`src/rtl/rot_pkg.sv`:
```
// Shared constants and Gray-code helpers for the rotary quadrature decoder.
package rot_pkg;

    localparam logic [1:0] AB_00 = 2'b00;
    localparam logic [1:0] AB_01 = 2'b01;
    localparam logic [1:0] AB_11 = 2'b11;
    localparam logic [1:0] AB_10 = 2'b10;

    // A full detent is four quarter-steps; one spare bit lets the accumulator hold +4.
    localparam int ACC_DETENT = 4;
    localparam int ACC_W      = 4;

    typedef enum logic [1:0] {
        GRAY_NONE,
        GRAY_CW,
        GRAY_CCW,
        GRAY_ILLEGAL
    } gray_dir_e;

    function automatic logic [1:0] gray_index(input logic [1:0] ab);
        case (ab)
            AB_00:   return 2'd0;
            AB_01:   return 2'd1;
            AB_11:   return 2'd2;
            default: return 2'd3;
        endcase
    endfunction

    function automatic gray_dir_e gray_dir(input logic [1:0] prev, input logic [1:0] next);
        logic [1:0] diff;
        diff = gray_index(next) - gray_index(prev);
        case (diff)
            2'd0:    return GRAY_NONE;
            2'd1:    return GRAY_CW;
            2'd3:    return GRAY_CCW;
            default: return GRAY_ILLEGAL;
        endcase
    endfunction

endpackage

```
`src/rtl/sync_filter.sv`:
```
// Two-flop synchronizer followed by a stability filter: the output only follows
// the synchronized input after it has differed for FILTER_LEN consecutive cycles.
module sync_filter #(
    parameter int   FILTER_LEN = 16,
    parameter logic RESET_VAL  = 1'b0
) (
    input  logic clk,
    input  logic rst,
    input  logic din,
    output logic dout
);

    localparam int CNT_BITS = $clog2(FILTER_LEN);

    logic                meta_q;
    logic                sync_q;
    logic                filt_q;
    logic                filt_d;
    logic [CNT_BITS-1:0] cnt_q;
    logic [CNT_BITS-1:0] cnt_d;

    always_ff @(posedge clk or negedge rst) begin
        if (!rst) begin
            meta_q <= RESET_VAL;
            sync_q <= RESET_VAL;
            filt_q <= RESET_VAL;
            cnt_q  <= '0;
        end else begin
            meta_q <= din;
            sync_q <= meta_q;
            filt_q <= filt_d;
            cnt_q  <= cnt_d;
        end
    end

    always_comb begin
        filt_d = filt_q;
        cnt_d  = '0;
        if (sync_q != filt_q) begin
            if (cnt_q == CNT_BITS'(FILTER_LEN - 1)) begin
                filt_d = sync_q;
            end else begin
                cnt_d = cnt_q + 1'b1;
            end
        end
    end

    assign dout = filt_q;

endmodule

```
`src/rtl/rot_quad_decoder.sv`:
```
// Rotary encoder decoder: filtered quadrature to detent steps, direction and position.
// Define ROT_ACCEL_EN to enable +/-4 acceleration for fast same-direction detents.
module rot_quad_decoder
    import rot_pkg::*;
#(
    parameter int         FILTER_LEN = 16,
    parameter int         CNT_W      = 8,
    parameter bit         WRAP       = 1'b1,
    parameter logic [1:0] REST_AB    = 2'b00
`ifdef ROT_ACCEL_EN
    ,
    parameter int         ACCEL_WIN  = 2_500_000
`endif
) (
    input  logic                    clk,
    input  logic                    rst,
    input  logic                    rot_a,
    input  logic                    rot_b,
    input  logic                    rot_center,
    input  logic                    clr,
    output logic signed [CNT_W-1:0] position,
    output logic                    step_cw,
    output logic                    step_ccw,
    output logic                    dir,
    output logic                    center_level,
    output logic                    center_pulse,
    output logic                    err
);

    localparam logic signed [ACC_W-1:0] ACC_CW_DETENT  = ACC_W'(ACC_DETENT);
    localparam logic signed [ACC_W-1:0] ACC_CCW_DETENT = ACC_W'(-ACC_DETENT);
    localparam logic signed [CNT_W:0]   POS_MAX = {2'b00, {(CNT_W-1){1'b1}}};
    localparam logic signed [CNT_W:0]   POS_MIN = {2'b11, {(CNT_W-1){1'b0}}};

    logic                    a_f, b_f, center_f;
    logic [1:0]              ab_f;
    logic [1:0]              ab_prev_q;
    gray_dir_e               move;
    logic signed [ACC_W-1:0] acc_q, acc_d;
    logic                    step_cw_q, step_cw_d;
    logic                    step_ccw_q, step_ccw_d;
    logic                    err_q, err_d;
    logic                    dir_q, dir_d;
    logic                    center_prev_q, center_pulse_q;
    logic signed [CNT_W-1:0] position_q, position_d;
    logic        [CNT_W:0]   mag;
    logic signed [CNT_W:0]   delta, pos_sum;

    sync_filter #(.FILTER_LEN(FILTER_LEN), .RESET_VAL(REST_AB[1])) u_filt_a (
        .clk(clk), .rst(rst), .din(rot_a), .dout(a_f)
    );
    sync_filter #(.FILTER_LEN(FILTER_LEN), .RESET_VAL(REST_AB[0])) u_filt_b (
        .clk(clk), .rst(rst), .din(rot_b), .dout(b_f)
    );
    sync_filter #(.FILTER_LEN(FILTER_LEN), .RESET_VAL(1'b0)) u_filt_center (
        .clk(clk), .rst(rst), .din(rot_center), .dout(center_f)
    );

    assign ab_f = {a_f, b_f};

    // Quarter-steps accumulate between detents; a step is only credited when the
    // filtered inputs return to the rest code after exactly four same-direction moves.
    always_comb begin
        move       = gray_dir(ab_prev_q, ab_f);
        acc_d      = acc_q;
        step_cw_d  = 1'b0;
        step_ccw_d = 1'b0;
        err_d      = 1'b0;
        dir_d      = dir_q;
        case (move)
            GRAY_CW:      acc_d = acc_q + ACC_W'(1);
            GRAY_CCW:     acc_d = acc_q - ACC_W'(1);
            GRAY_ILLEGAL: begin
                err_d = 1'b1;
                acc_d = '0;
            end
            default: ;
        endcase
        if ((move == GRAY_CW || move == GRAY_CCW) && ab_f == REST_AB) begin
            if (acc_d == ACC_CW_DETENT) begin
                step_cw_d = 1'b1;
                dir_d     = 1'b1;
            end else if (acc_d == ACC_CCW_DETENT) begin
                step_ccw_d = 1'b1;
                dir_d      = 1'b0;
            end
            acc_d = '0;
        end
    end

`ifdef ROT_ACCEL_EN
    localparam int ACCEL_STEP = 4;
    localparam int TIMER_W    = $clog2(ACCEL_WIN + 1);

    logic [TIMER_W-1:0] since_q;
    logic               armed_q;
    logic               last_cw_q;
    logic               accel_fast;

    assign accel_fast = armed_q && (since_q < TIMER_W'(ACCEL_WIN)) && (last_cw_q == step_cw_q);

    // Cycles since the last credited step saturate at the window so the timer never wraps.
    always_ff @(posedge clk or negedge rst) begin
        if (!rst) begin
            since_q   <= '0;
            armed_q   <= 1'b0;
            last_cw_q <= 1'b0;
        end else if (clr) begin
            since_q <= '0;
            armed_q <= 1'b0;
        end else if (step_cw_q || step_ccw_q) begin
            since_q   <= '0;
            armed_q   <= 1'b1;
            last_cw_q <= step_cw_q;
        end else if (since_q < TIMER_W'(ACCEL_WIN)) begin
            since_q <= since_q + 1'b1;
        end
    end
`endif

    // The sum is formed one bit wider so saturation can detect overflow either way.
    always_comb begin
        mag = (CNT_W+1)'(1);
`ifdef ROT_ACCEL_EN
        if (accel_fast) mag = (CNT_W+1)'(ACCEL_STEP);
`endif
        delta      = step_ccw_q ? -$signed(mag) : $signed(mag);
        pos_sum    = {position_q[CNT_W-1], position_q} + delta;
        position_d = position_q;
        if (clr) begin
            position_d = '0;
        end else if (step_cw_q || step_ccw_q) begin
            if (WRAP)                   position_d = pos_sum[CNT_W-1:0];
            else if (pos_sum > POS_MAX) position_d = POS_MAX[CNT_W-1:0];
            else if (pos_sum < POS_MIN) position_d = POS_MIN[CNT_W-1:0];
            else                        position_d = pos_sum[CNT_W-1:0];
        end
    end

    always_ff @(posedge clk or negedge rst) begin
        if (!rst) begin
            ab_prev_q      <= REST_AB;
            acc_q          <= '0;
            step_cw_q      <= 1'b0;
            step_ccw_q     <= 1'b0;
            err_q          <= 1'b0;
            dir_q          <= 1'b0;
            center_prev_q  <= 1'b0;
            center_pulse_q <= 1'b0;
            position_q     <= '0;
        end else begin
            ab_prev_q      <= ab_f;
            acc_q          <= acc_d;
            step_cw_q      <= step_cw_d;
            step_ccw_q     <= step_ccw_d;
            err_q          <= err_d;
            dir_q          <= dir_d;
            center_prev_q  <= center_f;
            center_pulse_q <= center_f & ~center_prev_q;
            position_q     <= position_d;
        end
    end

    assign position     = position_q;
    assign step_cw      = step_cw_q;
    assign step_ccw     = step_ccw_q;
    assign dir          = dir_q;
    assign err          = err_q;
    assign center_level = center_f;
    assign center_pulse = center_pulse_q;

endmodule
```
`config.mk`:
```
export PLATFORM = sky130hd
export DESIGN_NAME = rot_quad_decoder
export DESIGN_NICKNAME = d
export VERILOG_FILES = /design/src/rtl/rot_pkg.sv /design/src/rtl/sync_filter.sv /design/src/rtl/rot_quad_decoder.sv
export SDC_FILE = /design/constraint.sdc
export NUM_CORES = 1
export LEC_CHECK = 0
export CAP_MARGIN = 10
export CORE_UTILIZATION = 59
export CTS_BUF_LIST = sky130_fd_sc_hd__clkbuf_4 sky130_fd_sc_hd__clkbuf_8
export DETAILED_ROUTE_END_ITERATION = 10
export GPL_TIMING_DRIVEN = 0
export MAX_ROUTING_LAYER = met4
export PLACE_DENSITY_LB_ADDON = 0.3
export SLEW_MARGIN = 10
export SYNTH_ARGS = -nofsm -noshare
export SYNTH_HDL_FRONTEND = slang
export SYNTH_HIERARCHICAL = 1
export SYNTH_SLANG_ARGS = --single-unit
```
`constraint.sdc`:
```
create_clock -name clk -period 3.8 [get_ports clk]
set_input_delay 0.38 -clock clk [delete_from_list [all_inputs] [get_ports clk]]
set_output_delay 0.38 -clock clk [all_outputs]
set_load 0.02 [all_outputs]
```
Yosys cells after proc, flatten, opt, wreduce, memory -nomap -nowiden --
Index checks and enable logic that the tools add are counted.
Storage, ports and cells: register bits after elaboration 41, latch bits 0, bits in writable memories 0, bits in read-only memories 0, output and inout bits 14, memories 0
Operators by class: add/subtract/negate cells 7, $mul 0, div/mod/pow operators 0, $lt $le $gt $ge 0, eq/ne operators 17, shifts and indexed selects 0, multiplexer cells 22, bitwise operators 2, reduce and logical (&&, ||, !) cells 12
Operators with widths (number):
- 4-bit two-way mux | 7
- 8-bit two-way mux | 3
- 2-bit one-hot mux with 3 select lines | 3
- 4-bit == test, second input constant | 4
- 4-bit by 1-bit adder with 4-bit output, second input constant | 3
- 4-bit one-hot mux with 3 select lines | 1
- 2-bit == test, second input constant | 5
- 8-bit adder | 1
- 2-bit by 1-bit == test with 1-bit output, second input constant | 4
- 1-bit two-way mux | 8
- 2-bit AND reduction | 4
- 2-bit zero test | 3
- 4-bit by 2-bit adder with 4-bit output, second input constant | 1
- 4-bit by 3-bit == test with 1-bit output, second input constant | 1
- 2-bit nonzero test | 2
- 4-bit by 2-bit subtractor with 4-bit output, second input constant | 1
- 1-bit inequality test | 3
- 1-bit logical OR | 2
- 2-bit subtractor | 1
- 1-bit AND | 1
- 1-bit logical AND | 1
- 1-bit inverter | 1

Longest topological paths before layout --
Gate-level depths: netlist of run 1.
depth after elaboration 11, depth in mapped cells 15, mapped depth without buffers 14

Hierarchy --
Netlist of run 1, hierarchy kept.
Modules (own cells, without submodules):
- rot_quad_decoder | instances 1, cells each 147, area each 1372.6 sq um
- sync_filter | instances 3, cells each 18, area each 270.3 sq um

Worst setup path after synthesis of run 1 --
OpenSTA, ideal clock, no wires.
path type reg2reg, from register u_filt_a.filt_q, in the netlist u_filt_a/dout, to register dir_q, in the netlist dir, setup time 0.078 ns, arrival time 2.856 ns, data required time 3.722 ns, slack 0.866 ns, stages on the path, launching flop included 16, cell sequence dfrtp_1 inv_1 ha_1 inv_1 ha_1 xnor3_2 buf_6 nor2_1 xor2_1 ha_1 nor3_1 a21oi_1 o21a_1 a21o_1 a221oi_2 o21bai_1
On the way: longest elaborated chain between the ends 10, elaborated cells on any way between the ends 20, classes of those cells add/sub (1); eq/ne (9); mux (4); reduce/logical (6)
Ends and longest elaborated chain:
- start: declaration | line sync_filter.sv:17 | logic filt_q;
- start signal: assignment | line sync_filter.sv:31 | filt_q <= filt_d;
- 2-bit == test (tied with other cells) | line rot_pkg.sv:21 | case (ab)
- 2-bit one-hot mux with 3 select lines | line rot_pkg.sv:21
- 2-bit subtractor | line rot_pkg.sv:31 | diff = gray_index(next) - gray_index(prev);
- 2-bit == test (tied with other cells) | line rot_pkg.sv:32 | case (diff)
- 2-bit one-hot mux with 3 select lines | line rot_pkg.sv:32
- 2-bit == test (tied with other cells) | line rot_quad_decoder.sv:70 | case (move)
- 4-bit one-hot mux with 3 select lines | line rot_quad_decoder.sv:70
- 4-bit == test or 4-bit by 3-bit == test with 1-bit output (tied branches) | line rot_quad_decoder.sv:80, rot_quad_decoder.sv:83
- 2-bit nonzero test (no source line)
- 2-bit AND reduction (no source line)
- end signal: assignment | line rot_quad_decoder.sv:157 | dir_q <= dir_d;
- end: declaration | line rot_quad_decoder.sv:43 | logic dir_q, dir_d;
Parallel ways exist; a longest one is shown, timed or not. A chain may end at the register's enable or synchronous reset.

Worst setup path in the final report of run 1 --
Same ends and word-level chain as after synthesis.

==> results of run 1 <==
==> worst max-delay path, cell delays in order (launching register included) <==
cell,delay (ns)
dfrtp_1,0.47
inv_1,0.07
ha_1,0.29
inv_1,0.06
ha_1,0.14
xnor3_2,0.49
buf_6,0.18
nor2_1,0.13
xor2_1,0.09
ha_1,0.25
nor3_1,0.16
a21oi_1,0.06
o21a_1,0.18
a21o_1,0.21
a221oi_2,0.27
o21bai_1,0.14
==> metrics by stage <==
step / setup slack [ns] / hold WS (ns)
global placement: 0.682 / 0.333
floorplan: 0.866 / 0.0844
global route: 0.270 / 0.358
detailed placement: 0.570 / 0.244
CTS: 0.507 / 0.356
finish: 0.532 / 0.354
==> cell usage after synthesis, types with 3 or more instances <==
library cell  number  area, um^2
a21o_1             6        45.0
a21oi_1            8        40.0
a311oi_1           3        26.3
a31oi_1            6        37.5
clkbuf_1           5        18.8
dfrtp_1           41        1030
ha_1              16         200
inv_1             12        45.0
mux2_4             3        45.0
nand2_1            5        18.8
nand3_1            9        45.0
nand3_2            3        30.0
nor2_1            19        71.3
nor2b_1            7        43.8
nor3_1             3        15.0
nor3b_1            3        22.5
o211ai_1           3        22.5
o21ai_0            5        25.0
o31ai_1            3        22.5
xnor2_1            9        78.8
==> state kept, by name (all words and copies together) (netlist names), 2 cells and up <==
signal	cells
ab_prev_q	2
acc_q	4
position	8
u_filt_a/cnt_q	4
u_filt_b/cnt_q	4
u_filt_center/cnt_q	4
==> timing repair <==
action / 4_1_cts / 5_1_grt
hold endpoints to repair: 7 / 0
setup buffers: 0 / 0
hold buffers: 1 / 0
==> cell families (layout without fill, tap and decap cells) <==
kind of cell | Yosys count | in the layout | share of synthesized area
muxes | 5 | 5 | 0.0304
xor gates and xnor gates | 12 | 12 | 0.0550
buffers and inverters | 20 | 49 | 0.0401
AOI/OAI and AO/OA | 45 | 45 | 0.152
adders and majority gates | 17 | 17 | 0.101
DFF | 41 | 41 | 0.470
and+or+nand+nor | 61 | 61 | 0.152
==> power by group through the flow <==
stage / Combinational, uW / Clock (uW) / Sequential [uW]
2_1_floorplan: 19.2 / 0 / 463
3_3_place_gp: 35.2 / 0 / 464
3_5_place_dp: 40.3 / 0 / 466
4_1_cts: 41.4 / 373 / 457
5_1_grt: 46.6 / 391 / 459
6_report: 39.9 / 364 / 457
==> path summary, 6_finish.rpt <==
kind / endpoint / cells after the start / startpoint / slack [ns]
setup / recovery: dir$_DFFE_PN0P_ / 15 / u_filt_a/dout$_DFFE_PN0P_ / 0.53
hold / removal: u_filt_center/sync_q$_DFF_PN0_ / 0 / u_filt_center/meta_q$_DFF_PN0_ / 0.35
setup reg to reg: dir$_DFFE_PN0P_ / 15 / u_filt_a/dout$_DFFE_PN0P_ / 0.53
hold reg to reg: u_filt_center/sync_q$_DFF_PN0_ / 0 / u_filt_center/meta_q$_DFF_PN0_ / 0.35
max in group asynchronous: u_filt_a/cnt_q[1]$_DFF_PN0_ / 3 / rst / 2.90
min in group asynchronous: position[5]$_DFFE_PN0P_ / 2 / rst / 0.47
==> routing by layer <==
layer  vias to the layer above  share of wire  global-route usage
met5                         -              0                   -
met4                         0          0.033               0.134
met3                        16          0.045              0.0693
met2                        41           0.54               0.424
met1                       802           0.38               0.263
li1                        770              -                   -
==> area by class of cell <==
type                            count  share of cell area
Clock buffer                        6              0.0321
Inverter                           12              0.0175
Multi-Input combinational cell    140               0.415
Timing Repair Buffer               21              0.0835
Sequential cell                    41               0.398
Tap cell                           46              0.0223
Buffer                              8              0.0165
Clock inverter                      2              0.0146
==> impl_metrics.ini, run 1 <==
[setup_path]
cp-end-kind = register
required_ns = 4.03
worstPathMaxFanout = 10
worstPathArrival_ns = 3.49
start_kind = register
worstSetupPathType = reg2reg

[cells_and_area]
antenna_cells = 0
area_growth_pct = 18.0
instances_no_fill = 276
fillers = 241
multi_input_area_um2 = 1070
fin_area_um2 = 2580
seq_area_um2 = 1030
layout_commonest_cell = dfrtp_1
mostFrequentLayoutCells = dfrtp_1, nor2_1, clkdlybuf4s50_1, ha_1, inv_1
fin_util = 0.748
nNetsFinal = 252
final_layout_size_suffix_gt1_frac = 0.122

[global_route]
overflow = 0
grt_pass1_wl_um = 7300
grt_max_degree = 35
grt_pass1_vias = 1702
gr-usage-all-layers = 0.250
antenna_found_initial = 0

[detailed_routing]
postRouteAntennaNets = 0
drt_iter0_drc = 123
dr.pass1.iters = 4
wl_per_cell_um = 14.6
drt-vias-per-instance = 5.90
route.vias.total = 1629
postRouteWirelength_um = 4020
drc_errors = 0

[clock_network]
cts.sink_count = 41
clkTransAtPathRegs_ns = 0.08
cts_buffers = 5
clkLatencyLatePin_ns = 0.30
clockBufferDepth = 2
clockRootBuffer = clkbuf_8
cts.repair.resized = 0
cts_max_level = 2
cts_tree = yes

[synthesis]
syn_avg_cell_area_um2 = 10.9
synth_edf_count = 0
synth_seq_cells = 41
netlist_instances = 201
synth.distinct_cells = 46
yosysSeqAreaShare = 0.470
netlist_area_um2 = 2180
ys_warn_count = 6
async_flop_share = 1.00
synth_flop_cell = dfrtp_1
synth_fp_nets = 224

[power_and_ir_drop]
p_comb_frac = 0.046
internal-power_uw = 679
p_switching_uw = 182
leakagePower_uw = 0.00120
p_total_uw = 861
ir_worst_vdd_v = 0.000322
sw_frac_of_total = 0.211
powerDensity_nw_per_um2 = 334
seq_power_share = 0.531
clock_power_share = 0.423

[floorplanning]
die_h_um = 62.8
initial_utilization = 0.634
dieArea_um2 = 3950
ioPinCount = 20
core_area_um2 = 3440
fp.dieW_um = 62.8
num_rows = 21

[status]
status = complete, no violations

[placement]
finalWeightedCongestion = 0.765
dp_cells = 267
dp.final_hpwl_um = 3020
postPlaceCellArea_um2 = 2450
port_buffers = 19

[sta]
tns_ns = 0
skew_ns = 0.00375
max_freq_mhz = 306
drv_slew = 0
worst_pin_slew_ns = 0.488
grt_setup_unrepaired = false
timing.final.crit_share = 0.860
setup_viol = 0
slew_headroom = 0.671
hold_viol = 0
min_period_ns = 3.27

[hold_path]
worstHoldPathType = reg2reg

[flow_run]
maxCapViolCount = 0
No activity file was read; power rests on OpenSTA's default activity.
==> run 2: changes to the inputs <==
--- a/config.mk
+++ b/config.mk
@@ -5,7 +5,6 @@
 export SDC_FILE = /design/constraint.sdc
 export NUM_CORES = 1
 export LEC_CHECK = 0
-export CAP_MARGIN = 10
 export CORE_UTILIZATION = 59
 export CTS_BUF_LIST = sky130_fd_sc_hd__clkbuf_4 sky130_fd_sc_hd__clkbuf_8
 export DETAILED_ROUTE_END_ITERATION = 10
==> results of run 2 <==
Final layout, timing and power as in run 1 (identical DEF).
==> run 3: changes to the inputs <==
--- a/config.mk
+++ b/config.mk
@@ -5,6 +5,7 @@
 export SDC_FILE = /design/constraint.sdc
 export NUM_CORES = 1
 export LEC_CHECK = 0
+export CAP_MARGIN = 20
 export CORE_UTILIZATION = 59
 export CTS_BUF_LIST = sky130_fd_sc_hd__clkbuf_4 sky130_fd_sc_hd__clkbuf_8
 export DETAILED_ROUTE_END_ITERATION = 10
==> results of run 3 <==
Final layout, timing and power as in run 1 (identical DEF).
